## config.mk

```make
export PLATFORM = sky130hd
export DESIGN_NAME = axil_regfile_slave
export DESIGN_NICKNAME = d
export VERILOG_FILES = /design/src/rtl/axil_regfile_slave.sv
export SDC_FILE = /design/constraint.sdc
export NUM_CORES = 1
export LEC_CHECK = 0
export ABC_AREA = 1
export CORE_AREA = 3 3 461 463
export DETAILED_ROUTE_END_ITERATION = 10
export DIE_AREA = 0 0 464 466
export HOLD_SLACK_MARGIN = 0.08
export PLACE_DENSITY = 0.44
export SLEW_MARGIN = 20
export SYNTH_ARGS = -nofsm -noshare
export SYNTH_HDL_FRONTEND = slang
export SYNTH_SLANG_ARGS = --single-unit
```

## constraint.sdc

```tcl
create_clock -name clk -period 2.6 [get_ports clk]
set_input_delay 0.39 -clock clk [delete_from_list [all_inputs] [get_ports clk]]
set_output_delay 0.39 -clock clk [all_outputs]
set_load 0.02 [all_outputs]
```

## src/rtl/axil_regfile_slave.sv

```systemverilog
// AXI4-Lite slave register file with independent AW/W buffering, byte strobes,
// read-only hardware-status registers and SLVERR on illegal accesses.
module axil_regfile_slave #(
  parameter int                  DATA_WIDTH = 32,
  parameter int                  ADDR_WIDTH = 32,
  parameter int                  STRB_WIDTH = DATA_WIDTH / 8,
  parameter int                  NUM_REGS   = 16,
  parameter logic [NUM_REGS-1:0] RO_MASK    = '0
) (
  input  logic                           clk,
  input  logic                           rst,
  input  logic [ADDR_WIDTH-1:0]          s_axil_awaddr,
  input  logic [2:0]                     s_axil_awprot,
  input  logic                           s_axil_awvalid,
  output logic                           s_axil_awready,
  input  logic [DATA_WIDTH-1:0]          s_axil_wdata,
  input  logic [STRB_WIDTH-1:0]          s_axil_wstrb,
  input  logic                           s_axil_wvalid,
  output logic                           s_axil_wready,
  output logic [1:0]                     s_axil_bresp,
  output logic                           s_axil_bvalid,
  input  logic                           s_axil_bready,
  input  logic [ADDR_WIDTH-1:0]          s_axil_araddr,
  input  logic [2:0]                     s_axil_arprot,
  input  logic                           s_axil_arvalid,
  output logic                           s_axil_arready,
  output logic [DATA_WIDTH-1:0]          s_axil_rdata,
  output logic [1:0]                     s_axil_rresp,
  output logic                           s_axil_rvalid,
  input  logic                           s_axil_rready,
  output logic [NUM_REGS*DATA_WIDTH-1:0] reg_q,
  input  logic [NUM_REGS*DATA_WIDTH-1:0] hw_in
);

  localparam int ADDR_LSB = $clog2(STRB_WIDTH);
  localparam int IDX_W    = $clog2(NUM_REGS);
  localparam int HI_LSB   = ADDR_LSB + IDX_W;

  localparam logic [1:0] RESP_OKAY   = 2'b00;
  localparam logic [1:0] RESP_SLVERR = 2'b10;

  if (!(DATA_WIDTH == 32 || DATA_WIDTH == 64)) begin : g_bad_width
    $error("axil_regfile_slave: DATA_WIDTH must be 32 or 64");
  end
  if (NUM_REGS < 2 || NUM_REGS > 256 || (1 << IDX_W) != NUM_REGS) begin : g_bad_regs
    $error("axil_regfile_slave: NUM_REGS must be a power of two in 2..256");
  end

  logic                  r_awFull;
  logic [ADDR_WIDTH-1:0] r_awAddr;
  logic                  r_wFull;
  logic [DATA_WIDTH-1:0] r_wData;
  logic [STRB_WIDTH-1:0] r_wStrb;
  logic                  r_bvalid;
  logic [1:0]            r_bresp;
  logic                  r_rvalid;
  logic [DATA_WIDTH-1:0] r_rdata;
  logic [1:0]            r_rresp;

  logic                  w_awHs;
  logic                  w_wHs;
  logic                  w_arHs;
  logic                  w_commit;
  logic [IDX_W-1:0]      w_awIdx;
  logic [IDX_W-1:0]      w_arIdx;
  logic                  w_awOor;
  logic                  w_arOor;
  logic                  w_wrLegal;
  logic [DATA_WIDTH-1:0] w_regs [NUM_REGS];
  logic [DATA_WIDTH-1:0] w_hw   [NUM_REGS];
  logic                  w_unused;

  assign s_axil_awready = !rst && !r_awFull;
  assign s_axil_wready  = !rst && !r_wFull;
  assign s_axil_arready = !rst && !r_rvalid;
  assign s_axil_bvalid  = r_bvalid;
  assign s_axil_bresp   = r_bresp;
  assign s_axil_rvalid  = r_rvalid;
  assign s_axil_rdata   = r_rdata;
  assign s_axil_rresp   = r_rresp;

  assign w_awHs   = s_axil_awvalid && s_axil_awready;
  assign w_wHs    = s_axil_wvalid && s_axil_wready;
  assign w_arHs   = s_axil_arvalid && s_axil_arready;
  // A commit waits for the previous response to drain so bresp is never overwritten.
  assign w_commit = r_awFull && r_wFull && !r_bvalid;

  assign w_awIdx  = r_awAddr[ADDR_LSB +: IDX_W];
  assign w_arIdx  = s_axil_araddr[ADDR_LSB +: IDX_W];

  if (HI_LSB < ADDR_WIDTH) begin : g_hi_bits
    assign w_awOor = |r_awAddr[ADDR_WIDTH-1:HI_LSB];
    assign w_arOor = |s_axil_araddr[ADDR_WIDTH-1:HI_LSB];
  end else begin : g_no_hi_bits
    assign w_awOor = 1'b0;
    assign w_arOor = 1'b0;
  end

  assign w_wrLegal = !w_awOor && !RO_MASK[w_awIdx];

  // Byte-lane address bits and the protection fields carry no meaning here.
  assign w_unused = ^{s_axil_awprot, s_axil_arprot,
                      r_awAddr[ADDR_LSB-1:0], s_axil_araddr[ADDR_LSB-1:0]};

  always_ff @(posedge clk) begin
    if (rst) begin
      r_awFull <= 1'b0;
      r_awAddr <= '0;
    end else if (w_awHs) begin
      r_awFull <= 1'b1;
      r_awAddr <= s_axil_awaddr;
    end else if (w_commit) begin
      r_awFull <= 1'b0;
    end
  end

  always_ff @(posedge clk) begin
    if (rst) begin
      r_wFull <= 1'b0;
      r_wData <= '0;
      r_wStrb <= '0;
    end else if (w_wHs) begin
      r_wFull <= 1'b1;
      r_wData <= s_axil_wdata;
      r_wStrb <= s_axil_wstrb;
    end else if (w_commit) begin
      r_wFull <= 1'b0;
    end
  end

  always_ff @(posedge clk) begin
    if (rst) begin
      r_bvalid <= 1'b0;
      r_bresp  <= RESP_OKAY;
    end else if (w_commit) begin
      r_bvalid <= 1'b1;
      r_bresp  <= w_wrLegal ? RESP_OKAY : RESP_SLVERR;
    end else if (r_bvalid && s_axil_bready) begin
      r_bvalid <= 1'b0;
    end
  end

  // Read-only slots hold no storage; they always present zero on reg_q.
  for (genvar i = 0; i < NUM_REGS; i++) begin : g_reg
    assign w_hw[i] = hw_in[i*DATA_WIDTH +: DATA_WIDTH];
    assign reg_q[i*DATA_WIDTH +: DATA_WIDTH] = w_regs[i];

    if (RO_MASK[i]) begin : g_ro
      assign w_regs[i] = '0;
    end else begin : g_rw
      logic [DATA_WIDTH-1:0] r_q;

      always_ff @(posedge clk) begin
        if (rst) begin
          r_q <= '0;
        end else if (w_commit && w_wrLegal && (w_awIdx == IDX_W'(i))) begin
          for (int b = 0; b < STRB_WIDTH; b++) begin
            if (r_wStrb[b]) begin
              r_q[8*b +: 8] <= r_wData[8*b +: 8];
            end
          end
        end
      end

      assign w_regs[i] = r_q;
    end
  end

  // Nonblocking capture gives the pre-write value when a commit lands on the same edge.
  always_ff @(posedge clk) begin
    if (rst) begin
      r_rvalid <= 1'b0;
      r_rdata  <= '0;
      r_rresp  <= RESP_OKAY;
    end else if (w_arHs) begin
      r_rvalid <= 1'b1;
      if (w_arOor) begin
        r_rdata <= '0;
        r_rresp <= RESP_SLVERR;
      end else begin
        r_rdata <= RO_MASK[w_arIdx] ? w_hw[w_arIdx] : w_regs[w_arIdx];
        r_rresp <= RESP_OKAY;
      end
    end else if (r_rvalid && s_axil_rready) begin
      r_rvalid <= 1'b0;
    end
  end

endmodule

```

==> flow_metrics.py, run 1 <==
metrics = {
    "status": {
        "status": "complete, no violations",
    },
    "logic_synthesis": {
        "synth.avg_cell_area_um2": 6.157,
        "ys_ff_latch": 616,
        "synth_ff_type": "dfxtp_1",
        "yosysTopAreaCell": "dfxtp_1",
        "yosysUniqueCellTypes": 24,
        "async_reset_ff_share_pct": 0,
        "syn-cell-area_um2": 33930,
        "seq_area_frac_synth_pct": 36.34,
        "netlist.area_leader.share_pct": 36.34,
        "ys.warnings.count": 0,
        "synth-edff-count": 0,
        "synthTopCellsByArea": "dfxtp_1 (36%), nand2_1 (18%), inv_1 (11%)",
        "synthCells": 5511,
    },
    "floorplanning": {
        "num_rows": 168,
        "die_area_um2": 216200,
        "die_h_um": 466,
        "core_um2": 209200,
        "io_pins": 1178,
        "start_util_pct": 16.22,
        "die_w_um": 464,
    },
    "cts": {
        "htree_levels": 3,
        "clkSinkCount": 616,
        "cts.clk_slew.worst_paths_ns": 0.06,
        "tritoncts": "built",
        "cts_setup_buffers": 0,
        "cts_buffer_depth": 3,
        "cts_inserted_buffers": 82,
        "insertion_delay_ns": 0.75,
        "root_buffer": "clkbuf_16",
        "hold_buffers": 0,
    },
    "sta": {
        "setup_violations": 0,
        "timing.fmax_ghz": 0.3869,
        "slew_viol_final": 0,
        "period_minus_slack_ns": 2.584,
        "slew_headroom_pct": 29.34,
        "tns_ns": 0,
        "hold_viol_final": 0,
        "tightest_slew_ns": 1.060,
        "fin_worst_skew_ns": 0.07545,
        "finalCritPeriodShare_pct": 99.40,
        "rsz0062_at_grt": "no",
    },
    "run": {
        "max-cap-violations": 0,
    },
    "global_routing": {
        "grt-ovfl-total": 0,
        "grt_pass1_wl_um": 307500,
        "grt_pass1_vias": 34600,
        "antenna_found_initial": 27,
        "grt_util_all_layers_pct": 20.62,
        "grt_max_degree": 110,
    },
    "critical_path": {
        "crit_family": "flip-flops",
        "reg2reg_from": "r_awFull",
        "r2r_cells": 10,
        "path_buf_inv": 1,
        "cp-startpoint": "g_reg[8].g_rw.r_q[23]",
        "critPathRequiredTime_ns": 2.21,
        "worstPathCellList": "clkdlybuf4s50_1",
        "r2r-end": "g_reg[5].g_rw.r_q[13]",
        "crit_type": "flop to output port",
        "start_kind": "flop",
        "cpPeakStageDelay_ns": 0.74,
        "path_max_fanout": 3,
        "regToRegSetupSlack_ns": 0.24,
        "crit_path_end_kind": "output port",
        "cp.arrival_ns": 2.19,
        "cpMaxStageDelayCell": "dfxtp_1",
    },
    "pwr": {
        "clkPwrFrac_pct": 48.7,
        "p_per_area_nw_per_um2": 523.3,
        "power_leakage_nw": 18.79,
        "combinationalPowerShare_pct": 12.2,
        "netSwitchingFraction_pct": 30.43,
        "seqPwrFrac_pct": 39.1,
        "p_switching_mw": 7.491,
        "vdd_ir_drop_max_mv": 0.5291,
        "internal_power_mw": 17.12,
    },
    "finish": {
        "drive_gt1_share_pct": 6.971,
        "syn_to_final_growth_pct": 38.63,
        "fin_area_um2": 47040,
        "fillers": 23550,
        "register_area_um2": 12350,
        "multi_input_area_um2": 15820,
        "num-nets-final": 6643,
    },
    "min_path": {
        "holdPathStages": 3,
        "hold_path_end": "r_wStrb[0]",
        "min_from": "s_axil_wstrb[0]",
        "hold_path.class": "input port to flop",
    },
    "routing": {
        "vias": 38390,
        "drtPass1Iterations": 6,
        "wl_per_cell_um": 26.21,
        "routed_wl_um": 233100,
        "route.detailed.drc": 0,
        "antenna_left": 0,
        "avgViaCountPerCell": 4.318,
        "drt_iter0_drc": 4251,
    },
    "placement": {
        "numPortBuffers": 653,
        "dp_hpwl_um": 174600,
        "gp_congestion": 0.8977,
        "place_area_um2": 44260,
    },
}
how the worst max path moves through the flow:
stage,depth (start not counted),slack [ns],to
2_1_floorplan,9,0.84,s_axil_rdata[2]
3_3_place_gp,10,0.21,s_axil_rdata[15]
3_5_place_dp,10,0.21,s_axil_rdata[15]
4_1_cts,1,0.002,reg_q[272]
5_1_grt,1,0.01,reg_q[279]
6_report,1,0.02,reg_q[279]
stage by stage:
step	hold slack (ns)	utilization (%)	power, mW	worst slack (ns)	instances
6_report	0.2028	22.49	24.61	0.01568	8891
5_1_grt	0.1713	22.49	25.37	0.01439	8888
4_1_cts	0.1258	22.48	24.85	0.002432	8887
3_5_place_dp	0.4569	21.16	12.81	0.2067	8739
3_3_place_gp	0.4545	21.16	12.81	0.2127	8739
2_1_floorplan	0.4468	-	11.07	0.8390	5512
power groups by stage:
stage / logic, mW / registers, mW / clock network, mW
2_1_floorplan: 1.30 / 9.77 / 0
3_3_place_gp: 2.98 / 9.83 / 0
3_5_place_dp: 2.98 / 9.83 / 0
4_1_cts: 2.99 / 9.62 / 12.2
5_1_grt: 3.13 / 9.63 / 12.6
6_report: 3.01 / 9.62 / 12.0
final cells by class:
class / instances / share of cell area (%)
Timing Repair Buffer: 823 / 18.17
Antenna cell: 4 / 0.02128
Clock buffer: 120 / 4.963
Clock inverter: 28 / 0.9150
Multi-Input combinational cell: 3423 / 33.62
Sequential cell: 616 / 26.26
Tap cell: 2805 / 7.461
Inverter: 1072 / 8.591
timing repair:
item | 4_1_cts | 5_1_grt
resized for setup | 2 | 4
endpoints found under the setup margin | 2 | 4
pin swaps | 0 | 0
cell usage after synthesis, types with 2 or more instances:
cell and instances:
a21oi_1 65, buf_1 45, buf_2 78, buf_4 19, buf_6 25, clkbuf_1 234, clkinv_1 32, dfxtp_1 616
inv_1 1038, inv_2 2, nand2_1 1656, nand3_1 495, nand3_2 6, nand3_4 50, nand4_1 512, nor2_1 553
nor2_2 15, o21ai_0 57, o31ai_1 8
cells in the final DEF, fill, tap and decap left out, types with 57 or more instances in the layout:
master / netlist / layout
a21oi_1: 65 / 65
nand2_1: 1656 / 1655
clkdlybuf4s50_1: 0 / 646
buf_12: 0 / 60
buf_4: 19 / 112
nand4_1: 512 / 512
nand3_1: 495 / 495
inv_1: 1038 / 1036
o21ai_0: 57 / 57
clkbuf_16: 0 / 82
nor2_1: 553 / 550
dfxtp_1: 616 / 607
routing by layer:
| layer | share of wire (%) | track usage, % |
|---|---|---|
| met1 | 46 | 29.31 |
| met2 | 40 | 28.75 |
| met3 | 10 | 6.608 |
| met4 | 4.0 | 7.322 |
| met5 | 0.0056 | 0 |
registers in the layout, indices dropped and copies added, names as in the netlist:
| name | flops |
|---|---|
| r_wStrb | 4 |
| r_awFull | 1 |
| r_wFull | 1 |
| r_wData | 32 |
| s_axil_rdata | 32 |
| s_axil_bvalid | 1 |
| s_axil_bresp | 1 |
| g.g_rw.r_q | 512 |
| s_axil_rresp | 1 |
| s_axil_rvalid | 1 |
| r_awAddr | 30 |
logic make-up (layout without fill, tap and decap cells):
kind of cell / count (synthesis) / after routing / synth area share [%]
compound gates: 130 / 130 / 1.976
simple gates: 3291 / 3291 / 44.33
flops: 616 / 616 / 36.34
other cells: 1 / 6 / 0.01105
buf+inv: 1473 / 2043 / 17.34
No activity file was read; power rests on OpenSTA's default activity.
==> inputs of run 2 (changes only) <==
PLACE_DENSITY = unset   (was 0.44)
==> run 2 against run 1 <==
Sequential cell count unchanged. Sequential power about the same. Design area up 0.72%. Largest power group unchanged.
==> flow_metrics.py, run 2 (synthesis results as in run 1) <==
metrics = {
    "placement": {
        "numPortBuffers": 653,
        "numPlacedInstances": 8788,
        "place_area_um2": 44900,
        "gp_congestion": 0.8974,
        "dp_hpwl_um": 165600,
    },
    "min_path": {
        "hold_path.class": "input port to flop",
    },
    "pwr": {
        "power_leakage_nw": 18.97,
        "total_power_mw": 23.45,
        "vdd_ir_drop_max_mv": 0.4283,
        "p_per_area_nw_per_um2": 495.0,
    },
    "global_routing": {
        "grt_pass1_vias": 33750,
        "grt-ovfl-total": 0,
        "grt_util_all_layers_pct": 18.98,
        "grt_max_degree": 120,
        "antenna_found_initial": 26,
        "grt_pass1_wl_um": 285800,
    },
    "critical_path": {
        "crit_type": "flop to output port",
        "worstPathCellList": "clkdlybuf4s50_1",
        "cpMaxStageDelayCell": "clkdlybuf4s50_1",
        "crit_path_end_kind": "output port",
        "start_kind": "flop",
        "cp.arrival_ns": 2.08,
        "path_max_fanout": 3,
        "critPathRequiredTime_ns": 2.21,
        "path_buf_inv": 1,
        "crit_family": "buffers and inverters",
        "cpPeakStageDelay_ns": 1.00,
    },
    "sta": {
        "fin_worst_skew_ns": 0.05824,
        "period_minus_slack_ns": 2.469,
        "tns_ns": 0,
        "slew_headroom_pct": 22.97,
        "hold_viol_final": 0,
        "finalCritPeriodShare_pct": 94.96,
        "rsz0062_at_grt": "no",
        "tightest_slew_ns": 1.148,
        "setup_violations": 0,
        "slew_viol_final": 0,
        "timing.fmax_ghz": 0.4050,
    },
    "finish": {
        "syn_to_final_growth_pct": 39.62,
        "fin_cells": 8940,
        "num-nets-final": 6687,
        "largest_register": "g.g_rw.r_q",
        "mostFrequentLayoutCells": "nand2_1 (1654), inv_1 (1036), clkdlybuf4s50_1 (634), dfxtp_1 (612), nor2_1 (550)",
        "fin_area_um2": 47380,
        "layout_commonest_cell": "nand2_1",
        "drive_gt1_share_pct": 7.207,
        "largest_register_ffs": 512,
        "fillers": 23620,
        "utilization_pct": 22.65,
    },
    "cts": {
        "cts_inserted_buffers": 77,
        "cts.clk_slew.worst_paths_ns": 0.06,
        "cts_setup_buffers": 0,
        "insertion_delay_ns": 0.71,
        "cts_buffer_depth": 3,
        "clkSinkCount": 616,
        "root_buffer": "clkbuf_16",
        "htree_levels": 3,
        "tritoncts": "built",
    },
    "routing": {
        "vias": 37900,
        "avgViaCountPerCell": 4.239,
        "routed_wl_um": 213900,
        "antenna_left": 0,
        "drt_iter0_drc": 4552,
        "wl_per_cell_um": 23.93,
        "drtPass1Iterations": 8,
        "route.detailed.drc": 0,
    },
    "floorplanning": {
        "die_area_um2": 216200,
        "num_rows": 168,
        "start_util_pct": 16.22,
        "die_w_um": 464,
        "io_pins": 1178,
        "core_um2": 209200,
        "die_h_um": 466,
    },
    "status": {
        "status": "complete, no violations",
    },
    "run": {
        "max-cap-violations": 0,
    },
}
run 2: worst reg2reg max path, delay by kind of cell (launching register included):
kind	cells	cell delay, ns
flip-flops	1	0.43
buffers and inverters	4	0.75
AND/OR/NAND/NOR	7	1.16
run 2: layout make-up:
class / instances / area [µm²] / area share [%]
flip-flops and latches: 616 / 12350 / 26.06
diodes: 16 / 40.04 / 0.08451
inverters: 1072 / 4044 / 8.535
clock inverters: 26 / 265.3 / 0.5599
multi-input cells: 3423 / 15820 / 33.39
well taps: 2805 / 3510 / 7.408
clock buffers: 110 / 2172 / 4.584
repair buffers: 872 / 9184 / 19.38
run 2: worst paths after layout:
check / startpoint / to / slack, ns / cells after the start
worst max register to register: r_wFull / g_reg[0].g_rw.r_q[12] / 0.14 / 11
worst max-delay path: g_reg[11].g_rw.r_q[19] / reg_q[371] / 0.13 / 1
worst min-delay path: s_axil_awaddr[8] / r_awAddr[8] / 0.25 / 3
worst min register to register: s_axil_rdata[6] / s_axil_rdata[6] / 0.47 / 2
run 2: routing by layer:
layer	track usage [%]	share of wire, %	vias to the layer above
met5	0	0.011	-
met3	6.419	11	341
met1	26.30	45	17380
met4	10.35	6.2	4
met2	25.39	38	2018
li1	-	-	18160
run 2: timing repair:
action | 4_1_cts | 5_1_grt
pin swaps | 0 | 0
resized for setup | 1 | 1
setup endpoints to repair | 1 | 1
hold buffers | 0 | 0
run 2: power by group:
group	switching [mW]	internal [mW]	total [mW]
combinational	2.21	0.800	3.01
sequential	0.106	9.52	9.63
clock	4.91	5.90	10.8
total	7.23	16.2	23.5
run 2: stage by stage:
| stage | setup WS [ns] | hold WS (ns) |
|---|---|---|
| 5_1_grt | 0.01426 | 0.1992 |
| 3_5_place_dp | 0.2027 | 0.4573 |
| 3_3_place_gp | 0.2362 | 0.4562 |
| 4_1_cts | 0.03355 | 0.1701 |
| 6_report | 0.1310 | 0.2451 |
| 2_1_floorplan | 0.8390 | 0.4468 |
